[config.mk]
export PLATFORM = sky130hd
export DESIGN_NAME = microcode_sequencer
export DESIGN_NICKNAME = d
export VERILOG_FILES = /design/src/rtl/microcode_sequencer.sv
export SDC_FILE = /design/constraint.sdc
export NUM_CORES = 1
export LEC_CHECK = 0
export CORE_AREA = 2 2 43 45
export DETAILED_ROUTE_END_ITERATION = 8
export DIE_AREA = 0 0 45 47
export GPL_TIMING_DRIVEN = 0
export PLACE_DENSITY = 0.76
export SLEW_MARGIN = 25
export SYNTH_ARGS = -nofsm -noshare
export SYNTH_HDL_FRONTEND = slang
export SYNTH_SLANG_ARGS = --single-unit
[constraint.sdc]
create_clock -name clk -period 1.4 [get_ports clk]
set_clock_uncertainty 0.05 [all_clocks]
set_input_delay 0.14 -clock clk [delete_from_list [all_inputs] [get_ports clk]]
set_output_delay 0.14 -clock clk [all_outputs]
set_load 0.02 [all_outputs]
[src/rtl/microcode_sequencer.sv]
// microcode_sequencer
//   Microprogrammed control unit for the multi-cycle CPU. It holds a micro-PC,
//   reads a control store kept in a parameter vector, and steps through it.
//   Next-address sources are: increment, two opcode dispatch tables, fetch
//   return, jump, call/return, and a conditional branch. A stall holds the
//   micro-PC and clears the state-changing control bits selected by WE_MASK.
//
//   Optional build macro: MICROCODE_CALL_EN
//     defined   : seq 101 = call (saves upc+1), seq 110 = return
//     undefined : no return register; 101 acts as jump, 110 acts as fetch (011)
//
//   Control word layout, MSB to LSB: ctrl[CTRL_W] | next[UADDR_W] | seq[3]
//     seq | meaning
//     000 | upc+1 (wraps)
//     001 | DISP1[opcode]
//     010 | DISP2[opcode]
//     011 | back to 0, instruction done
//     100 | jump to next
//     101 | call next (or jump)
//     110 | return (or fetch)
//     111 | cond ? next : upc+1
//
// Ports
//   clk        in   rising-edge clock
//   reset      in   asynchronous active-high reset
//   stall      in   hold the micro-PC
//   opcode     in   [OPC_W]   opcode for dispatch
//   cond       in   branch condition
//   ctrl       out  [CTRL_W]  datapath control word
//   upc        out  [UADDR_W] current micro-PC
//   instr_done out  one-cycle pulse on instruction completion
//   num_inst   out  [16]      completed-instruction count (wraps)
//   ucode_err  out  sticky out-of-range micro-address flag
module microcode_sequencer #(
  parameter int CTRL_W  = 16,
  parameter int UADDR_W = 4,
  parameter int DEPTH   = 16,
  parameter int OPC_W   = 4,
  parameter logic [CTRL_W-1:0] WE_MASK = '0,
  parameter logic [DEPTH*(CTRL_W+UADDR_W+3)-1:0] UCODE = '0,
  parameter logic [(2**OPC_W)*UADDR_W-1:0] DISP1 = '0,
  parameter logic [(2**OPC_W)*UADDR_W-1:0] DISP2 = '0
) (
  input  logic               clk,
  input  logic               reset,
  input  logic               stall,
  input  logic [OPC_W-1:0]   opcode,
  input  logic               cond,
  output logic [CTRL_W-1:0]  ctrl,
  output logic [UADDR_W-1:0] upc,
  output logic               instr_done,
  output logic [15:0]        num_inst,
  output logic               ucode_err
);

  localparam int WORD_W = CTRL_W + UADDR_W + 3;
  localparam logic [UADDR_W:0] DEPTH_V = (UADDR_W+1)'(DEPTH);

  typedef enum logic [2:0] {
    SEQ_INC    = 3'b000,
    SEQ_DISP1  = 3'b001,
    SEQ_DISP2  = 3'b010,
    SEQ_FETCH  = 3'b011,
    SEQ_JUMP   = 3'b100,
    SEQ_CALL   = 3'b101,
    SEQ_RET    = 3'b110,
    SEQ_BRANCH = 3'b111
  } seq_e;

  logic [WORD_W-1:0]  word;
  logic [CTRL_W-1:0]  w_ctrl;
  logic [UADDR_W-1:0] w_next;
  seq_e               w_seq;
  logic               in_range;
  logic [UADDR_W-1:0] upc_inc;
  logic [UADDR_W-1:0] next_upc;
  logic [CTRL_W-1:0]  ctrl_raw;
  logic               done_raw;
  logic               advance;

`ifdef MICROCODE_CALL_EN
  logic [UADDR_W-1:0] ret_addr;
  logic               ret_load;
`endif

  assign in_range = ({1'b0, upc} < DEPTH_V);
  assign upc_inc  = upc + 1'b1;

  // Only words below DEPTH exist; anything else reads as zero.
  always_comb begin
    word = '0;
    for (int k = 0; k < DEPTH; k++) begin
      if (upc == UADDR_W'(k)) word = UCODE[k*WORD_W +: WORD_W];
    end
  end

  assign w_ctrl = word[WORD_W-1 -: CTRL_W];
  assign w_next = word[3 +: UADDR_W];
  assign w_seq  = seq_e'(word[2:0]);

  always_comb begin
    next_upc = upc_inc;
    ctrl_raw = '0;
    done_raw = 1'b0;
`ifdef MICROCODE_CALL_EN
    ret_load = 1'b0;
`endif
    if (!in_range) begin
      next_upc = '0;
    end else begin
      ctrl_raw = w_ctrl & ~(stall ? WE_MASK : '0);
      case (w_seq)
        SEQ_INC:    next_upc = upc_inc;
        SEQ_DISP1:  next_upc = DISP1[opcode*UADDR_W +: UADDR_W];
        SEQ_DISP2:  next_upc = DISP2[opcode*UADDR_W +: UADDR_W];
        SEQ_FETCH: begin
          next_upc = '0;
          done_raw = 1'b1;
        end
        SEQ_JUMP:   next_upc = w_next;
`ifdef MICROCODE_CALL_EN
        SEQ_CALL: begin
          next_upc = w_next;
          ret_load = 1'b1;
        end
        SEQ_RET:    next_upc = ret_addr;
`else
        SEQ_CALL:   next_upc = w_next;
        SEQ_RET: begin
          next_upc = '0;
          done_raw = 1'b1;
        end
`endif
        SEQ_BRANCH: next_upc = cond ? w_next : upc_inc;
      endcase
    end
  end

  assign advance    = ~stall;
  assign ctrl       = reset ? '0 : ctrl_raw;
  assign instr_done = done_raw & advance & ~reset;

  // An out-of-range fetch always recovers to 0, even under stall, so a
  // stalled datapath cannot pin the sequencer on a nonexistent word.
  always_ff @(posedge clk or posedge reset) begin
    if (reset) begin
      upc       <= '0;
      num_inst  <= '0;
      ucode_err <= 1'b0;
    end else begin
      if (!in_range) begin
        upc       <= '0;
        ucode_err <= 1'b1;
      end else if (advance) begin
        upc <= next_upc;
      end
      if (done_raw && advance) num_inst <= num_inst + 16'd1;
    end
  end

`ifdef MICROCODE_CALL_EN
  always_ff @(posedge clk or posedge reset) begin
    if (reset) begin
      ret_addr <= '0;
    end else if (ret_load && advance) begin
      ret_addr <= upc_inc;
    end
  end
`endif

endmodule

==> run_results.csv <==
group,metric,value,unit
clock_tree,cts-htree-levels,1,
clock_tree,ctsLongestPathBuffers,2,
logic_synthesis,synthCells,47,
pwr,peakVddDrop,0.000440,V
setup_path,cp_data_arrival_time,1.03,ns
route,route.vias.total,301,
timing,maxSlewViolCount,0,
route,drt-pass1-iter-count,2,
clock_tree,cts_sinks,4,
finish,fill_cells,181,
finish,top_regs,"upc (4)",
logic_synthesis,ys_seq_area_share,22.6,%
pwr,p_clk_share,17.2,%
logic_synthesis,yosys_warnings,0,
setup_path,crit_chain,"dlygate4sd2_1",
timing,hold_viol_final,0,
global_route,grt_use_total,6.38,%
clock_tree,cts_tree,"done",
timing,tns,0,ns
floorplan,die_width,45,um
timing,rsz0062_at_grt,"no",
logic_synthesis,ys_ff_latch,4,
finish,nets,100,
global_route,grtUsageMet2,10.9,%
global_route,met1_usage,4.38,%
route,routed_wl,646,um
min_path,hold_class,"in2async",
pwr,p_sw,0.357,mW
timing,max_clock_freq,822,MHz
setup_path,crit_fanout,4,
clock_tree,postCtsSetupBuffers,0,
global_route,grt.met3_usage,7.69,%
setup_path,critPathKind,"reg2out",
floorplan,start_util,26.8,%
setup_path,critPathSlowestCell,"dfrtp_1",
global_route,busiest_layer,"met2",
setup_path,worst-path-buf-inv,1,
route,routed_via_density,2.84,
status,status,"completed",
pwr,power.internal,0.471,mW
finish,largest-register,"upc",
setup_path,cpPeakStageDelay,0.43,ns
setup_path,critPathRequiredTime,1.21,ns
global_route,gr-total-overflow,0,
timing,period_minus_slack,1.22,ns
logic_synthesis,synth_cell_type_count,9,
timing,fin_crit_sh,86.9,%
finish,drive_above_1_share,43.8,%
pwr,seq_power_share,31.1,%
clock_tree,root_buffer,"clkbuf_4",
placement,numPortBuffers,6,
global_route,first_global_vias,225,
pwr,swShare,43.1,%
global_route,antenna_found_initial,0,
placement,routabilityCongestion,0.623,
global_route,grt_pass1_wl,862,um
route,drtAntennaViolNets,0,
floorplan,core,0.00165,mm2
clock_tree,clkLatencyLatePin,0.23,ns
logic_synthesis,syn_avg_cell_area,9.42,um2
finish,antenna_cells,0,
floorplan,rows,15,
floorplan,fp.dieH,47,um
route,wl_per_cell,6.09,um
pwr,power_density,1240,mW/mm2
pwr,leakage,0.427,nW
logic_synthesis,synth_area,443,um2
finish,area_growth,50.3,%
finish,largest_register_ffs,4,
route,drt_iter0_drc,3,
global_route,grt_start_max_net_pins,5,
placement,dp_hpwl,586,um
route,drc,0,
pwr,p_comb_share,51.7,%
clock_tree,cts_buffers,3,
timing,setup_violations,0,
setup_path,start_kind,"register",
floorplan,pin_count,46,
setup_path,critPathTopFamily,"flip-flops",
run,drv_cap,0,
setup_path,cp-end-kind,"output pin",
clock_tree,clkTransAtPathRegs,0.04,ns
floorplan,dieArea,0.00212,mm2
pwr,power.total,0.828,mW
[repair_timing]
action / 4_1_cts / 5_1_grt
resized for setup: 4 / 0
hold buffers: 0 / 0
endpoints found under the setup margin: 4 / 0
[logic make-up (layout without fill, tap and decap cells)]
kind of cell,Yosys count,after routing,synth area share [%]
multiplexers,1,1,2.54
other,1,34,0.847
XOR/XNOR,3,3,5.93
flip-flops,4,4,22.6
buffers and inverters,35,44,58.5
adder cells (fa/ha/maj),1,1,2.82
AND/OR/NAND/NOR,2,2,6.78
[metrics by stage]
step / util (%) / hold slack, ns / cells / setup WS (ns) / cell area, um2
2_1_floorplan: - / -0.144 / 80 / 0.174 / 567
3_3_place_gp: 39.2 / 0.285 / 103 / 0.152 / 648
3_5_place_dp: 39.2 / 0.292 / 103 / 0.134 / 648
4_1_cts: 40.3 / 0.0442 / 106 / 0.168 / 666
5_1_grt: 40.3 / 0.0628 / 106 / 0.122 / 666
6_report: 40.3 / 0.0475 / 106 / 0.184 / 666
[layout by cell type, fill, tap and decap left out, types with 2 or more instances in the layout]
master | synthesis | final
buf_4 | 34 | 34
clkbuf_4 | 0 | 3
clkdlybuf4s50_1 | 0 | 2
conb_1 | 1 | 34
dfrtp_1 | 4 | 4
dlygate4sd2_1 | 0 | 4
xnor2_1 | 3 | 3
[worst reg2reg max path: cells and delay by family (launching register included)]
| family | cells | cell delay [ns] |
|---|---|---|
| multiplexers | 1 | 0.25 |
| adder cells (fa/ha/maj) | 1 | 0.31 |
| flip-flops | 1 | 0.43 |
[power groups by stage]
stage                     logic [mW]  clock network, mW  registers [mW]
after floorplan                0.251                  0           0.327
after global placement         0.452                  0           0.258
after detailed placement       0.469                  0           0.266
after CTS                      0.431              0.150           0.263
after global routing           0.464              0.157           0.271
final                          0.428              0.143           0.257
[per-layer routing]
layer  up-vias  wire [um]
li1        161          -
met1       111        169
met2        29        323
met3         0        153
met4         0          0
met5         -          0
[final timing paths]
path	from	endpoint	slack, ns	depth (start not counted)
max in group asynchronous	reset	upc[1]$_DFFE_PP0N_	1.09	2
min	reset	upc[3]$_DFFE_PP0N_	0.05	2
max reg2reg	upc[0]$_DFFE_PP0N_	upc[1]$_DFFE_PP0N_	0.24	2
min in group clk	upc[3]$_DFFE_PP0N_	upc[3]$_DFFE_PP0N_	0.43	1
min reg2reg	upc[3]$_DFFE_PP0N_	upc[3]$_DFFE_PP0N_	0.43	1
max	upc[0]$_DFFE_PP0N_	upc[0]	0.18	1
[cell usage after synthesis]
cell      count  area, um2
nand4b_4      1       23.8
nand2b_1      1       6.26
mux2_2        1       11.3
conb_1        1       3.75
inv_1         1       3.75
xnor2_1       3       26.3
dfrtp_1       4        100
ha_1          1       12.5
buf_4        34        255
[cell type report]
cell class                      instances  area [um2]  share of cell area (%)
Clock buffer                            3        22.5                    3.38
Sequential cell                         4         100                    15.0
Tap cell                               17        21.3                    3.20
Multi-Input combinational cell         41         208                    31.2
Timing Repair Buffer                    6        55.1                    8.27
Buffer                                 34         255                    38.3
Inverter                                1        3.75                   0.564
Power figures use the tool's default switching activity.
